[config.mk]
export PLATFORM = sky130hd
export DESIGN_NAME = serial_adder
export DESIGN_NICKNAME = d
export VERILOG_FILES = /design/src/rtl/serial_adder_pkg.sv /design/src/rtl/serial_adder_bit.sv /design/src/rtl/serial_adder.sv
export SDC_FILE = /design/constraint.sdc
export NUM_CORES = 1
export LEC_CHECK = 0
export ABC_AREA = 0
export CORE_UTILIZATION = 45
export CTS_BUF_LIST = sky130_fd_sc_hd__clkbuf_8
export DETAILED_ROUTE_END_ITERATION = 12
export GPL_TIMING_DRIVEN = 1
export PLACE_DENSITY_LB_ADDON = 0.12
export RECOVER_POWER = 25
export SETUP_SLACK_MARGIN = 0.3
export SKIP_CTS_REPAIR_TIMING = 1
export SYNTH_ARGS = -nofsm -noshare
export SYNTH_HDL_FRONTEND = slang
export SYNTH_HIERARCHICAL = 1
export SYNTH_SLANG_ARGS = --single-unit
[constraint.sdc]
create_clock -name clk -period 3.71 [get_ports clk]
set_clock_uncertainty 0.2 [all_clocks]
set_input_delay 1.113 -clock clk [delete_from_list [all_inputs] [get_ports clk]]
set_output_delay 1.113 -clock clk [all_outputs]
set_load 0.005 [all_outputs]
[src/rtl/serial_adder_pkg.sv]
// serial_adder_pkg: FSM state encoding and default operand width for serial_adder
package serial_adder_pkg;
  typedef enum logic [1:0] {IDLE = 2'd0, SHIFT = 2'd1, DONE = 2'd2} state_t;
  localparam int DEF_WIDTH = 8;
endpackage

[src/rtl/serial_adder_bit.sv]
// serial_adder_bit: combinational one-bit full adder (a, b, cin -> s, cout)
module serial_adder_bit (
  input  logic a,
  input  logic b,
  input  logic cin,
  output logic s,
  output logic cout
);
  assign s = a ^ b ^ cin;
  assign cout = (a & b) | (cin & (a ^ b));
endmodule

[src/rtl/serial_adder.sv]
// serial_adder: bit-serial WIDTH-bit adder, one bit per clock LSB first, {carryout,sum} = a+b+carryin
// ports: clk, rst_n (async active-low), start/a/b/carryin in; busy, done pulse, sum, carryout out
// SERIAL_ADDER_OVERFLOW_EN adds the signed overflow output, held with sum
module serial_adder
  import serial_adder_pkg::*;
#(
  parameter int WIDTH = DEF_WIDTH
) (
  input  logic             clk,
  input  logic             rst_n,
  input  logic             start,
  input  logic [WIDTH-1:0] a,
  input  logic [WIDTH-1:0] b,
  input  logic             carryin,
  output logic             busy,
  output logic             done,
  output logic [WIDTH-1:0] sum,
  output logic             carryout
`ifdef SERIAL_ADDER_OVERFLOW_EN
  ,
  output logic             overflow
`endif
);
  localparam int CW = $clog2(WIDTH) + 1;
  state_t state;
  logic [WIDTH-1:0] a_sh, b_sh;
  logic [CW-1:0] count;
  logic carry, s, co;
  serial_adder_bit u_bit (.a(a_sh[0]), .b(b_sh[0]), .cin(carry), .s(s), .cout(co));
  always_ff @(posedge clk or negedge rst_n) begin
    if (!rst_n) begin
      state <= IDLE;
      a_sh <= '0;
      b_sh <= '0;
      count <= '0;
      carry <= 1'b0;
      sum <= '0;
      carryout <= 1'b0;
      busy <= 1'b0;
      done <= 1'b0;
`ifdef SERIAL_ADDER_OVERFLOW_EN
      overflow <= 1'b0;
`endif
    end else begin
      case (state)
        SHIFT: begin
          a_sh <= a_sh >> 1;
          b_sh <= b_sh >> 1;
          sum <= {s, sum[WIDTH-1:1]};
          carry <= co;
          count <= count + 1'b1;
          if (count == CW'(WIDTH - 1)) begin
            carryout <= co;
`ifdef SERIAL_ADDER_OVERFLOW_EN
            overflow <= carry ^ co;
`endif
            state <= DONE;
            busy <= 1'b0;
            done <= 1'b1;
          end
        end
        default: begin
          done <= 1'b0;
          busy <= start;
          state <= start ? SHIFT : IDLE;
          if (start) begin
            a_sh <= a;
            b_sh <= b;
            carry <= carryin;
            count <= '0;
            sum <= '0;
            carryout <= 1'b0;
`ifdef SERIAL_ADDER_OVERFLOW_EN
            overflow <= 1'b0;
`endif
          end
        end
      endcase
    end
  end
endmodule

==> impl_results.md <==
- Worst Path Buf+Inv: 1
- Initial antenna violation count: 0
- Vias per cell: 4.99
- Hold depth: 2
- Avg Inst Size Synth: 10.9 um^2
- Worst-Skew Late Latency: 0.28 ns
- Slew Limit Fails: 0
- DRC Markers: 0
- Largest net degree at the start of global routing: 37
- Critical Path AT: 1.19 ns
- Ys Warns: 6
- Maximum fanout along the worst path: 3
- Most common cell in the netlist: nand2_1
- Util after Layout: 0.609
- RSZ-0062 raised after global routing: no
- Netlist cell types: 20
- Run status: finished, final reports clean
- Critical path class: register to primary output
- Max incr delay on CP: 0.52 ns
- IO Count: 31
- F_max: 0.400 GHz
- Final ANT Viol Nets: 0
- Worst vdd ir: 0.367 mV
- All-Layer GR Usage: 0.185
- Hold/Removal Path Class: register to register
- Synth Area in Compound Gates: 0.0934
- First-pass GRT wire length: 4670 um
- Seq cells post-synth: 32
- CTS Sinks: 32
- Finish-stage setup viols: 0
- Register area share after synthesis: 0.559
- FF-to-FF Start: done$_DFFE_PN0P_
- Startpoint Class: register
- CTS root buffer: clkbuf_8
- Leakage: 0.845 nW
- Post-synth top cells: 34 x nand2_1, 32 x dfrtp_1, 25 x o21ai_0, 18 x mux2i_1, 4 x nor2_1
- Post-synthesis async set-or-reset flop share: 1.00
- Vias in the first global route: 1060
- Setup TNS: 0 ns
- Post-synth EDFFs: 0
- Fin crit share: 0.674
- Leading area contributor after synthesis: dfrtp_1
- CTS tree: done
- Hold Startpoint: a_sh[5]$_DFFE_PN0P_
- Drt wl/cell: 12.4 um
- Reg2reg end: carryout$_DFFE_PN0P_
- Area share of the largest cell type after synthesis: 0.559
- Mux share of post-synthesis cell area: 0.160
- Main combinational cell family by area after synthesis: multiplexers
- Synthesized Nets: 154
- Antenna cells: 0
- Core area: 0.00303 mm^2
- Total Nets Final: 186
- Synth Instances: 132
- Max-capacitance violation count: 0
- Xor/xnor cell area share of the yosys netlist: 0.00611
- Final Hold Viols: 0
- H-tree depth: 2
- Bufs on Longest Clock Path: 2
- Simple-gate area share of the yosys netlist: 0.122
- GP Congestion: 0.672
- Crit-path cells: clkdlybuf4s50_1
- Critical Path Sink Type: primary output
- Crit path from: sum[7]$_DFFE_PN0P_
- CP top delay family: buffers and inverters
- Cell area after synthesis: 0.00143 mm^2
- Num rows: 20
- Leading post-synthesis cells by cell area: dfrtp_1 56%, mux2i_1 13%, nand2_1 8.9%, o21ai_0 8.7%, mux2i_4 1.6%
- Port Buffer Count: 30
- DR pass1 iterations: 4
- WL final: 2590 um
- CTS clk-pin slew, worst paths: 0.07 ns
- Max-slew headroom: 0.166
- Full die area: 0.00341 mm^2
- PD cells: 735 mW/mm^2
- Worst-case reg-to-reg path depth: 4
- Detailed placement HPWL: 1740 um
- Top_reg_cell synth: dfrtp_1
- Worst Hold End: a_sh[4]$_DFFE_PN0P_
- Overall power: 1.36 mW
- Number of DRC markers in iteration 0: 32
- Synth Area in Adders: 0.0227
- Grt total ovfl: 0
- Fin crit period: 2.50 ns
- Reg-to-reg setup timing slack: 1.39 ns
- Initial core utilization: 0.473
- Crit-path slowest cell: clkdlybuf4s50_1
- Die span in x: 58.4 um
- Total CTS buffers: 5
- Die height: 58.4 um
- Syn-to-layout area delta: 28.7%
- Crit path required time: 2.40 ns
- Routed vias: 1042
- Share of layout cells above drive strength 1: 0.0848
- Worst-margin pin slew: 1.25 ns
## layout by cell type (no fill, tap or decap), types with 2 or more instances in the layout
| master | Yosys | layout |
|---|---|---|
| nor2_1 | 4 | 4 |
| buf_4 | 2 | 3 |
| mux2i_1 | 18 | 18 |
| clkdlybuf4s50_1 | 0 | 29 |
| nand2_1 | 34 | 34 |
| dfrtp_1 | 32 | 32 |
| inv_1 | 0 | 2 |
| o21ai_0 | 25 | 25 |
| clkbuf_8 | 0 | 6 |
## through the flow
stage / instances / hold WS (ns) / worst slack [ns] / area, um^2
after floorplan: 132 / 0.249 / 1.76 / 1430
after global placement: 201 / 0.258 / 1.10 / 1760
after detailed placement: 201 / 0.271 / 1.08 / 1760
after CTS: 209 / 0.283 / 1.20 / 1850
after global routing: 209 / 0.319 / 1.10 / 1840
final: 209 / 0.276 / 1.21 / 1840
## where the power goes
part           switching (mW)  internal [mW]
logic                   0.241          0.257
clock network           0.119          0.146
registers              0.0955          0.497
## layer usage
| layer | part of all wire | GRT usage |
|---|---|---|
| met4 | 0.017 | 0.0714 |
| met5 | 0 | 0 |
| met1 | 0.48 | 0.239 |
| met3 | 0.062 | 0.0659 |
| met2 | 0.44 | 0.286 |
## worst max path at each step
stage	to	slack (ns)	depth (start not counted)
2_1_floorplan	count[2]$_DFFE_PN0P_	1.76	3
3_3_place_gp	count[0]$_DFFE_PN0P_	1.10	4
3_5_place_dp	carryout$_DFFE_PN0P_	1.08	5
4_1_cts	done	1.20	1
5_1_grt	carryout$_DFFE_PN0P_	1.10	4
6_report	sum[7]	1.21	1
## flip-flops by register name, summed over array words and instances, names as in the netlist
register and count:
a_sh 8, b_sh 8, carry 1, carryout 1
count 4, done 1, state 1, sum 8
## cells by family after synthesis
kind of cell | after synthesis
buf+inv | 9
simple gates | 41
mux | 21
compound gates | 26
xor+xnor | 1
flops | 32
fa+ha+maj | 2
## cell type report
cell class                      instances  area [um^2]
Multi-Input combinational cell         91          572
Sequential cell                        32          801
Fill cell                             264         1180
Tap cell                               44         55.1
Clock buffer                            6         82.6
Clock inverter                          2         7.51
Inverter                                1         3.75
Timing Repair Buffer                   33          323
## worst min-delay path, cell delays in order, from the launching register on
cell	delay, ns
dfrtp_1	0.34
nand2_1	0.05
o21ai_0	0.06
Power figures use the tool's default switching activity.
